### src/rtl/uart_prog_loader.sv
// UART program loader: receives 8N1 bytes, packs them little-endian into
// 32-bit instruction words and writes them to consecutive imem addresses.
// The end-of-program marker word stops loading and releases the core reset.
//
// rx state | meaning
// ---------+-----------------------------------------------------------
// RX_IDLE  | line idle, waiting for a synchronised 1->0 edge
// RX_START | half-bit wait, then start-bit confirmation (high = glitch)
// RX_DATA  | eight data bits, LSB first, one every CLKS_PER_BIT cycles
// RX_STOP  | stop-bit sample; high = byte valid, low = frame error
//
// ld state | meaning
// ---------+-----------------------------------------------------------
// LD_LOAD  | accepting bytes, writing completed words
// LD_DONE  | marker seen or memory full; bytes ignored until restart_i
module uart_prog_loader #(
  parameter int          CLKS_PER_BIT = 347,
  parameter int          ADDR_W       = 10,
  parameter logic [31:0] EOP_WORD     = 32'h0000_0FFF
) (
  input  logic              wb_clk_i,
  input  logic              wb_rst_n,
  input  logic              rx_i,
  input  logic              restart_i,
  output logic              prog_ready_o,
  output logic              imem_we_o,
  output logic [ADDR_W-1:0] imem_addr_o,
  output logic [31:0]       imem_wdata_o,
  output logic              prog_done_o,
  output logic              core_rst_no,
  output logic              frame_err_o,
  output logic              overflow_o
);

  localparam int                CNT_W    = $clog2(CLKS_PER_BIT + 1);
  localparam logic [CNT_W-1:0]  C_FULL   = CNT_W'(CLKS_PER_BIT - 1);
  localparam logic [CNT_W-1:0]  C_HALF   = CNT_W'(CLKS_PER_BIT / 2 - 1);
  localparam logic [ADDR_W-1:0] ADDR_MAX = '1;

  typedef enum logic [1:0] {RX_IDLE, RX_START, RX_DATA, RX_STOP} rx_state_t;
  typedef enum logic {LD_LOAD, LD_DONE} ld_state_t;

  logic             r_rx_s1, r_rx_s2, r_rx_prev;
  rx_state_t        r_rx_state;
  logic [CNT_W-1:0] r_tmr;
  logic [2:0]       r_bit_idx;
  logic [7:0]       r_shift;
  logic             r_byte_vld;
  logic             r_frame_bad;

  ld_state_t        r_ld_state;
  logic [1:0]       r_byte_cnt;
  logic [23:0]      r_word;
  logic [31:0]      w_word_full;

  // Bring the asynchronous line into the clock domain and keep one history bit for edge detect.
  always_ff @(posedge wb_clk_i or negedge wb_rst_n) begin
    if (!wb_rst_n) begin
      r_rx_s1   <= 1'b1;
      r_rx_s2   <= 1'b1;
      r_rx_prev <= 1'b1;
    end else begin
      r_rx_s1   <= rx_i;
      r_rx_s2   <= r_rx_s1;
      r_rx_prev <= r_rx_s2;
    end
  end

  // 8N1 receiver; timer is a down-counter sampling the line at terminal count.
  always_ff @(posedge wb_clk_i or negedge wb_rst_n) begin
    if (!wb_rst_n) begin
      r_rx_state  <= RX_IDLE;
      r_tmr       <= '0;
      r_bit_idx   <= '0;
      r_shift     <= '0;
      r_byte_vld  <= 1'b0;
      r_frame_bad <= 1'b0;
    end else begin
      r_byte_vld  <= 1'b0;
      r_frame_bad <= 1'b0;
      case (r_rx_state)
        RX_IDLE: begin
          if (r_rx_prev && !r_rx_s2) begin
            r_rx_state <= RX_START;
            r_tmr      <= C_HALF;
          end
        end
        RX_START: begin
          if (r_tmr != '0) begin
            r_tmr <= r_tmr - CNT_W'(1);
          end else if (r_rx_s2) begin
            r_rx_state <= RX_IDLE;
          end else begin
            r_rx_state <= RX_DATA;
            r_tmr      <= C_FULL;
            r_bit_idx  <= '0;
          end
        end
        RX_DATA: begin
          if (r_tmr != '0) begin
            r_tmr <= r_tmr - CNT_W'(1);
          end else begin
            r_shift <= {r_rx_s2, r_shift[7:1]};
            r_tmr   <= C_FULL;
            if (r_bit_idx == 3'd7) r_rx_state <= RX_STOP;
            else                   r_bit_idx  <= r_bit_idx + 3'd1;
          end
        end
        RX_STOP: begin
          if (r_tmr != '0) begin
            r_tmr <= r_tmr - CNT_W'(1);
          end else begin
            if (r_rx_s2) r_byte_vld  <= 1'b1;
            else         r_frame_bad <= 1'b1;
            r_rx_state <= RX_IDLE;
          end
        end
        default: r_rx_state <= RX_IDLE;
      endcase
    end
  end

  // The fourth byte is never stored; it is merged with the three held bytes on the fly.
  assign w_word_full = {r_shift, r_word};

  // Word assembly, imem write sequencing and load/done control with registered outputs.
  always_ff @(posedge wb_clk_i or negedge wb_rst_n) begin
    if (!wb_rst_n) begin
      r_ld_state   <= LD_LOAD;
      r_byte_cnt   <= '0;
      r_word       <= '0;
      prog_ready_o <= 1'b0;
      imem_we_o    <= 1'b0;
      imem_addr_o  <= '0;
      imem_wdata_o <= '0;
      prog_done_o  <= 1'b0;
      core_rst_no  <= 1'b0;
      frame_err_o  <= 1'b0;
      overflow_o   <= 1'b0;
    end else begin
      imem_we_o <= 1'b0;
      if (imem_we_o) imem_addr_o <= imem_addr_o + ADDR_W'(1);
      if (r_frame_bad) frame_err_o <= 1'b1;
      case (r_ld_state)
        LD_LOAD: begin
          prog_ready_o <= 1'b1;
          if (r_byte_vld) begin
            r_byte_cnt <= r_byte_cnt + 2'd1;
            case (r_byte_cnt)
              2'd0: r_word[7:0]   <= r_shift;
              2'd1: r_word[15:8]  <= r_shift;
              2'd2: r_word[23:16] <= r_shift;
              default: begin
                if (w_word_full == EOP_WORD) begin
                  r_ld_state   <= LD_DONE;
                  prog_ready_o <= 1'b0;
                  prog_done_o  <= 1'b1;
                  core_rst_no  <= 1'b1;
                end else begin
                  imem_we_o    <= 1'b1;
                  imem_wdata_o <= w_word_full;
                  if (imem_addr_o == ADDR_MAX) begin
                    overflow_o   <= 1'b1;
                    r_ld_state   <= LD_DONE;
                    prog_ready_o <= 1'b0;
                    prog_done_o  <= 1'b1;
                    core_rst_no  <= 1'b1;
                  end
                end
              end
            endcase
          end
        end
        LD_DONE: begin
          if (restart_i) begin
            r_ld_state   <= LD_LOAD;
            r_byte_cnt   <= '0;
            imem_addr_o  <= '0;
            prog_ready_o <= 1'b1;
            prog_done_o  <= 1'b0;
            core_rst_no  <= 1'b0;
            frame_err_o  <= 1'b0;
            overflow_o   <= 1'b0;
          end
        end
        default: r_ld_state <= LD_LOAD;
      endcase
    end
  end

endmodule

### config.mk
export PLATFORM = sky130hd
export DESIGN_NAME = uart_prog_loader
export DESIGN_NICKNAME = d
export VERILOG_FILES = /design/src/rtl/uart_prog_loader.sv
export SDC_FILE = /design/constraint.sdc
export NUM_CORES = 1
export LEC_CHECK = 0
export CAP_MARGIN = 20
export CORE_ASPECT_RATIO = 0.5
export CORE_UTILIZATION = 45
export CTS_CLUSTER_DIAMETER = 80
export CTS_CLUSTER_SIZE = 28
export DETAILED_ROUTE_END_ITERATION = 7
export PLACE_DENSITY_LB_ADDON = 0.15
export SYNTH_ARGS = -nofsm -noshare
export SYNTH_HDL_FRONTEND = slang
export SYNTH_SLANG_ARGS = --single-unit
### constraint.sdc
create_clock -name wb_clk_i -period 2.35 [get_ports wb_clk_i]
set_input_delay 0.47 -clock wb_clk_i [delete_from_list [all_inputs] [get_ports wb_clk_i]]
set_output_delay 0.47 -clock wb_clk_i [all_outputs]
set_load 0.02 [all_outputs]
---- Yosys cells after proc, flatten, opt, wreduce, memory -nomap -nowiden ----
Index checks and enable logic that the tools add are counted.
word-level totals
  bits of input ports ..................... 4
  bits in registers ....................... 101
operators by class
  mux-type cells .......................... 59
  add/subtract/negate cells ............... 4
  equal/unequal tests ..................... 23
  reduce and logical (&&, ||, !) cells .... 18
  bitwise gates (word level) .............. 4
operators by type and width
  operator                                          number
  2-to-1 mux 9 bit                                  5
  one-hot mux 9 bit (4 select lines)                1
  == test 32 x 12 -> 1 bit, second input constant   1
  2-to-1 mux 1 bit                                  31
  2-to-1 mux 10 bit                                 3
  inequality test 2 bit, second input constant      13
  2-to-1 mux 2 bit                                  8
  AND reduction 5 bit                               3
  2-to-1 mux 3 bit                                  4
  AND reduction 3 bit                               4
  adder 10 x 1 -> 10 bit, second input constant     1
  == test 10 bit, second input constant             1
  nonzero test 9 bit                                1
  subtractor 9 x 1 -> 9 bit, second input constant  1
  one-hot mux 1 bit (2 select lines)                4
  one-hot mux 2 bit (4 select lines)                1
  AND reduction 4 bit                               2
  == test 2 bit, second input constant              3
  inequality test 3 bit, second input constant      2
  one-hot mux 3 bit (2 select lines)                1
  == test 2 x 1 -> 1 bit, second input constant     2
  zero test 2 bit                                   2
  inverter 1 bit                                    4
  one-hot mux 2 bit (2 select lines)                1
  8 further kinds                                   9

---- Longest topological paths before layout ----
Gate-level depths: netlist (run 1).
  word-level depth ........................ 6
  mapped depth ............................ 8

---- Worst setup path before layout (run 1) ----
Ideal clock, no wire load.
  path kind ............................... reg2reg
  from .................................... reg r_tmr[0]
  to ...................................... reg r_tmr[2]
  buffers on the path ..................... 0
  library setup time ...................... 126 ps
  period minus slack after synthesis ...... 1994 ps
  cell stages (with the launch flop) ...... 7
  slack ................................... 356 ps
  arrival time ............................ 1868 ps
  cells stage by stage .................... dfrtp_1 > inv_1 > ha_1 > or4b_4 > o31ai_2 > nand2_1 > a221o_1
on the way
  cells in the longest elaborated chain, start to end .. 3
ends and longest elaborated chain
  element                                                                           RTL line  source
  start, declared                                                                   45        logic [CNT_W-1:0] r_tmr;
  start signal, assigned                                                            90        r_tmr <= r_tmr - CNT_W'(1);
  start signal, assigned                                                            101       r_tmr <= r_tmr - CNT_W'(1);
  start signal, assigned                                                            111       r_tmr <= r_tmr - CNT_W'(1);
  subtractor 9 x 1 -> 9 bit / nonzero test 9 bit (equally long branches)            n/a
  2-to-1 mux 9 bit, or another cell as far along                                    110       if (r_tmr != '0) begin
  one-hot mux 9 bit (4 select lines) / AND reduction 3 bit (equally long branches)  n/a
Parallel ways exist; a longest one is shown, timed or not. The select of a mux whose other input is x is not followed.
A chain may end at the register's enable or synchronous reset.

---- Worst setup path in the final report (run 1) ----
  from .................................... reg r_tmr[0]
  to ...................................... reg r_tmr[5]
The elaborated chain is that of the path after synthesis.

==> results.cfg, run 1 <==
[floorplan]
start_util = 0.4655
coreArea_um2 = 9509
ios = 52
die_width_um = 142.3
die_h_um = 72.14
die_area_um2 = 10260
row_count = 25

[synthesis]
synthArstFlopShare = 1.000
ys_ff_latch = 101
syn_area_per_cell_um2 = 13.10
syn_area_um2 = 4427
synth-edff-count = 0
yosysSeqAreaShare = 0.5718
ys_warn_count = 0
synth_fp_nets = 355
netlist_instances = 338
yosys_most_used_dff = dfrtp_1
synth_cell_types = 53

[pwr]
ir_drop_mv = 0.4442
p_per_area_nw_per_um2 = 870.8
power.leakage_uw = 0.002585

[global_route]
grt_pass1_vias = 3002
grt_usage = 0.2144
overflow = 0
grt_max_degree = 44
antenna_found_initial = 0
busiest_layer = met2
use_met3 = 0.05149
grt_pass1_wl_um = 16370
met1_usage = 0.3068
gr-usage-met2 = 0.3273

[setup_path]
max_stage_delay_ns = 0.53
cp.arrival_ns = 2.45
crit_family = compound AO/OA/AOI/OAI gates
r2r_start = r_tmr[0]
crit_type = register to register
start_kind = register
critPathLaunch = r_tmr[0]
ff2ff_setup_slack_ns = 0.13
crit_required_ns = 2.58
cp_max_fo = 6
slowest_stage = or4b_4
crit_chain = inv_1, ha_1, or4b_4, o31ai_2, nand2_1, a221o_1
end_kind = register
crit_buf_inv = 1

[clock_network]
cts.sinks = 101
clk_pin_slew_worst_paths_ns = 0.07
cts_buffers = 9
tritoncts = done
post_cts_buffers = 0
insertion_delay_ns = 0.34
ctsHtreeMaxLevel = 3
ctsResizeCount = 0
hold_buffers = 0
cts.path.max_buffers = 2
cts_root_buf = clkbuf_16

[routing]
vias = 2900
avgRoutedWirePerCell_um = 18.14
firstDrtPassIters = 4
drc = 0
drtIter0Drc = 174
via_per_inst = 5.302
drt_wl_total_um = 9924
ant_nets = 0

[timing]
rsz0062_at_grt = no
tns_ns = 0
fmax_ghz = 0.4501
post-route-period-util = 0.9454
worst_pin_slew_ns = 0.7815
slew_violations = 0
holdWs_ns = 0.1374
slew_headroom = 0.4750
setup_viol = 0
period_needed_ns = 2.222
clock_skew_ns = 0.004103
finalHoldViolCount = 0

[min_path]
hold_class = input pin to asynchronous set/reset pin

[cells_and_area]
drive_above_1_share = 0.2670
fill_cells = 782
area_growth_pct = 24.65
layout.nets = 424
antennaDiodeCount = 0
fin_cells = 547

[place]
portBuffers = 51
place_inst = 530
place.gp.congestion = 0.7908
dp_hpwl_um = 7254

[job]
maxCapViolations = 0

[status]
outcome = complete, no violations
kinds of logic (layout without fill, tap and decap cells):
logic type      count (synthesis)  in the layout  synth area share
mux                            67             67            0.1699
simple gates                   74             74           0.09554
compound gates                 55             55           0.08791
fa+ha+maj                      13             13           0.03674
flops                         101            101            0.5718
buf+inv                        21             95           0.02431
xor+xnor                        7              7           0.01385
per-stage QoR:
step                instance area [um^2]  setup slack [ns]  utilization  total power [uW]
global placement                    5174            0.1827       0.5441              3226
CTS                                 5490            0.1217       0.5774              4836
detailed placement                  5174            0.1298       0.5441              3276
global route                        5518          0.002995       0.5803              5083
finish                              5518            0.1282       0.5803              4805
floorplan                           4427            0.3561            -              2882
layout make-up:
type / count / area [um^2] / area share
flip-flops and latches: 101 / 2531 / 0.4587
repair buffers: 67 / 660.6 / 0.1197
multi-input cells: 216 / 1795 / 0.3254
well taps: 135 / 168.9 / 0.03061
clock inverters: 5 / 63.81 / 0.01156
clock buffers: 11 / 252.7 / 0.04580
inverters: 12 / 45.04 / 0.008163
worst register-to-register path: cells and delay by family (launching register included):
| family | cells | cell delay, ns |
|---|---|---|
| flops | 1 | 0.40 |
| fa+ha+maj | 1 | 0.23 |
| buf+inv | 1 | 0.07 |
| compound gates | 2 | 0.71 |
| simple gates | 2 | 0.70 |
sequential cells by signal, indices dropped and copies added, names as in the netlist, 2 cells and up, named ones only:
| signal | flops |
|---|---|
| imem_wdata_o | 32 |
| r_word | 24 |
| imem_addr_o | 10 |
| r_tmr | 9 |
| r_shift | 8 |
| r_bit_idx | 3 |
| r_byte_cnt | 2 |
layer usage:
metal	share of wire	vias to the layer above	wire (um)
met5	0	-	0
met4	0.0090	0	89
met1	0.51	1471	5107
met2	0.44	49	4371
li1	-	1372	-
met3	0.036	8	355
power breakdown:
part,leakage (uW),switching [uW],internal [uW]
clock network,0.000158,656,897
registers,0.00136,167,1880
logic,0.00106,692,510
total,0.00258,1510,3290
final timing paths:
check	to	cells after the start
worst max register to register	r_tmr[5]	6
min in group wb_clk_i	r_rx_s2	0
worst min register to register	r_rx_s2	0
max in group asynchronous	r_rx_prev	2
worst min-delay path	r_tmr[7]	1
worst max-delay path	r_tmr[5]	6
cells in the mapped netlist (2+ instances only):
master | count | area (um^2)
mux2i_1 | 2 | 20.02
nand4_1 | 5 | 31.28
nand2b_1 | 4 | 25.02
o31ai_1 | 3 | 22.52
nor3_1 | 5 | 25.02
nor2_1 | 17 | 63.81
dfrtp_1 | 98 | 2452
a22o_1 | 4 | 35.03
clkbuf_1 | 3 | 11.26
inv_1 | 12 | 45.04
or3_1 | 4 | 25.02
nand2_1 | 19 | 71.32
xor2_1 | 4 | 35.03
a221o_1 | 3 | 30.03
and3_1 | 2 | 12.51
mux2_2 | 65 | 732.0
or4b_4 | 2 | 27.53
a211oi_1 | 3 | 22.52
o2111ai_1 | 2 | 17.52
a31oi_1 | 5 | 31.28
a21o_1 | 4 | 30.03
a21oi_1 | 9 | 45.04
o21ai_0 | 10 | 50.05
ha_1 | 13 | 162.7
dfstp_2 | 3 | 78.83
xnor2_1 | 3 | 26.28
buf_2 | 2 | 10.01
buf_6 | 3 | 33.78
nor4_1 | 5 | 31.28
cell usage in the layout (no fill, tap or decap), types with 9 or more instances in the layout:
cell type	instances
dfrtp_1	98
mux2_2	65
clkdlybuf4s50_1	50
nand2_1	19
nor2_1	17
buf_4	15
ha_1	13
inv_1	12
o21ai_0	10
a21oi_1	9
clkbuf_16	9
Note: power is estimated with default switching activity, not from simulation.
==> run 2, diff against run 1 <==
--- a/config.mk
+++ b/config.mk
@@ -8,7 +8,7 @@
 export CAP_MARGIN = 20
 export CORE_ASPECT_RATIO = 0.5
 export CORE_UTILIZATION = 45
-export CTS_CLUSTER_DIAMETER = 80
+export CTS_CLUSTER_DIAMETER = 200
 export CTS_CLUSTER_SIZE = 28
 export DETAILED_ROUTE_END_ITERATION = 7
 export PLACE_DENSITY_LB_ADDON = 0.15
==> results of run 2 <==
Same layout as run 1: the final DEF is identical, and so are final timing and power.
==> run 3, diff against run 2 <==
--- a/config.mk
+++ b/config.mk
@@ -11,6 +11,7 @@
 export CTS_CLUSTER_DIAMETER = 200
 export CTS_CLUSTER_SIZE = 28
 export DETAILED_ROUTE_END_ITERATION = 7
+export DONT_BUFFER_PORTS = 1
 export PLACE_DENSITY_LB_ADDON = 0.15
 export SYNTH_ARGS = -nofsm -noshare
 export SYNTH_HDL_FRONTEND = slang
==> results.cfg, run 3 (synthesized netlist as in run 1, its figures left out) <==
[status]
outcome = finished, violations left
violations = negative hold slack

[timing]
clock_skew_ns = 0.005911
worst_pin_slew_ns = 0.6986
fin_ws_ns = 0.1672
holdWs_ns = -0.1794
setup_viol = 0
finalHoldViolCount = 98
tns_ns = 0
fmax_ghz = 0.4581
rsz0062_at_grt = no
post-route-period-util = 0.9289
period_needed_ns = 2.183
slew_headroom = 0.5307
slew_violations = 0

[clock_network]
insertion_delay_ns = 0.34
clk_pin_slew_worst_paths_ns = 0.07
cts_root_buf = clkbuf_16
cts.sinks = 101
ctsHtreeMaxLevel = 3
cts.path.max_buffers = 2
cts_buffers = 9
tritoncts = done

[setup_path]
ff2ff_setup_slack_ns = 0.17
end_kind = register
rr_worst_depth = 6
crit_required_ns = 2.57
cp_max_fo = 6
critPathLaunch = r_tmr[0]
max_stage_delay_ns = 0.54
start_kind = register
crit_type = register to register
crit_chain = inv_1, ha_1, or4b_4, o31ai_2, nand2_1, a221o_1
rr_endpoint = r_tmr[2]
cp.arrival_ns = 2.40
crit_end = r_tmr[2]
slowest_stage = or4b_4
r2r_start = r_tmr[0]

[cells_and_area]
top_register = imem_wdata_o
area_growth_pct = 11.59
final_common_cell = dfrtp_1
final_cell_mix = dfrtp_1, mux2_2, nand2_1
largest_reg_flops = 32
top_regs = imem_wdata_o (32), r_word (24), imem_addr_o (10)
fill_cells = 844
stdcell_area_um2 = 4940
layout.nets = 370
drive_above_1_share = 0.2905

[floorplan]
row_count = 25
ios = 52
coreArea_um2 = 9509
die_width_um = 142.3
start_util = 0.4655
die_h_um = 72.14
die_area_um2 = 10260

[routing]
firstDrtPassIters = 6
ant_nets = 0
vias = 2719
drc = 0
drt_wl_total_um = 8557
via_per_inst = 5.504
avgRoutedWirePerCell_um = 17.32
drtIter0Drc = 85

[place]
placed_area_um2 = 4631
portBuffers = 0
dp_hpwl_um = 5844
preCtsSetupSlack_ns = 0.09819
place.gp.congestion = 0.7267

[pwr]
power.leakage_uw = 0.002358
ir_drop_mv = 0.4211
p_per_area_nw_per_um2 = 922.5

[global_route]
grt_usage = 0.1741
grt_pass1_vias = 2669
grt_pass1_wl_um = 13640
overflow = 0
grt_max_degree = 102
antenna_found_initial = 0

[min_path]
hold_class = input pin to asynchronous set/reset pin

[job]
maxCapViolations = 0
## run 3: final cells by class
type,count,area [um^2],share of cell area
multi-input combinational,217,1812,0.3668
inverter,12,45.04,0.009119
clock inverter,2,16.27,0.003293
clock buffer,14,274.0,0.05547
sequential,101,2531,0.5124
tap,135,168.9,0.03419
antenna,1,2.502,0.0005066
timing repair buffer,12,90.09,0.01824
## run 3: power breakdown
group	total [uW]	switching (uW)	internal, uW
clock	1410	602	808
sequential	2080	200	1880
combinational	1060	605	460
## run 3: metrics by stage
step,std cells,util,power [uW]
5_1_grt,493,0.5192,4825
6_report,494,0.5195,4557
2_1_floorplan,338,-,2882
3_3_place_gp,476,0.4870,3114
3_5_place_dp,476,0.4870,3160
4_1_cts,492,0.5175,4599
## run 3: worst min path at each step
stage                                 end  slack [ns]  cells past startpoint
2_1_floorplan  asynchronous set/reset pin        0.17                      0
3_3_place_gp               imem_addr_o[0]        0.18                      0
3_5_place_dp              imem_wdata_o[5]        0.18                      0
4_1_cts                    imem_addr_o[0]       -0.19                      0
5_1_grt                    imem_addr_o[2]       -0.20                      0
6_report                   imem_addr_o[0]       -0.18                      0
## run 3: critical path, delay by kind of cell (launching register included)
| family | cells | cell delay (ns) |
|---|---|---|
| AO/OA/AOI/OAI | 2 | 0.67 |
| adder cells (fa/ha/maj) | 1 | 0.23 |
| buffers and inverters | 1 | 0.07 |
| flip-flops | 1 | 0.40 |
| AND/OR/NAND/NOR | 2 | 0.69 |
## run 3: routing by layer
layer | share of wire | GRT usage
met1 | 0.45 | 0.2164
met4 | 0.0099 | 0.05018
met3 | 0.048 | 0.05545
met5 | 0 | 0
met2 | 0.49 | 0.2952
## run 3: repair_timing
item	CTS	global route
gates resized for setup	0	1
hold endpoints to repair	101	101
endpoints found under the setup margin	0	25
buffers inserted	0	0
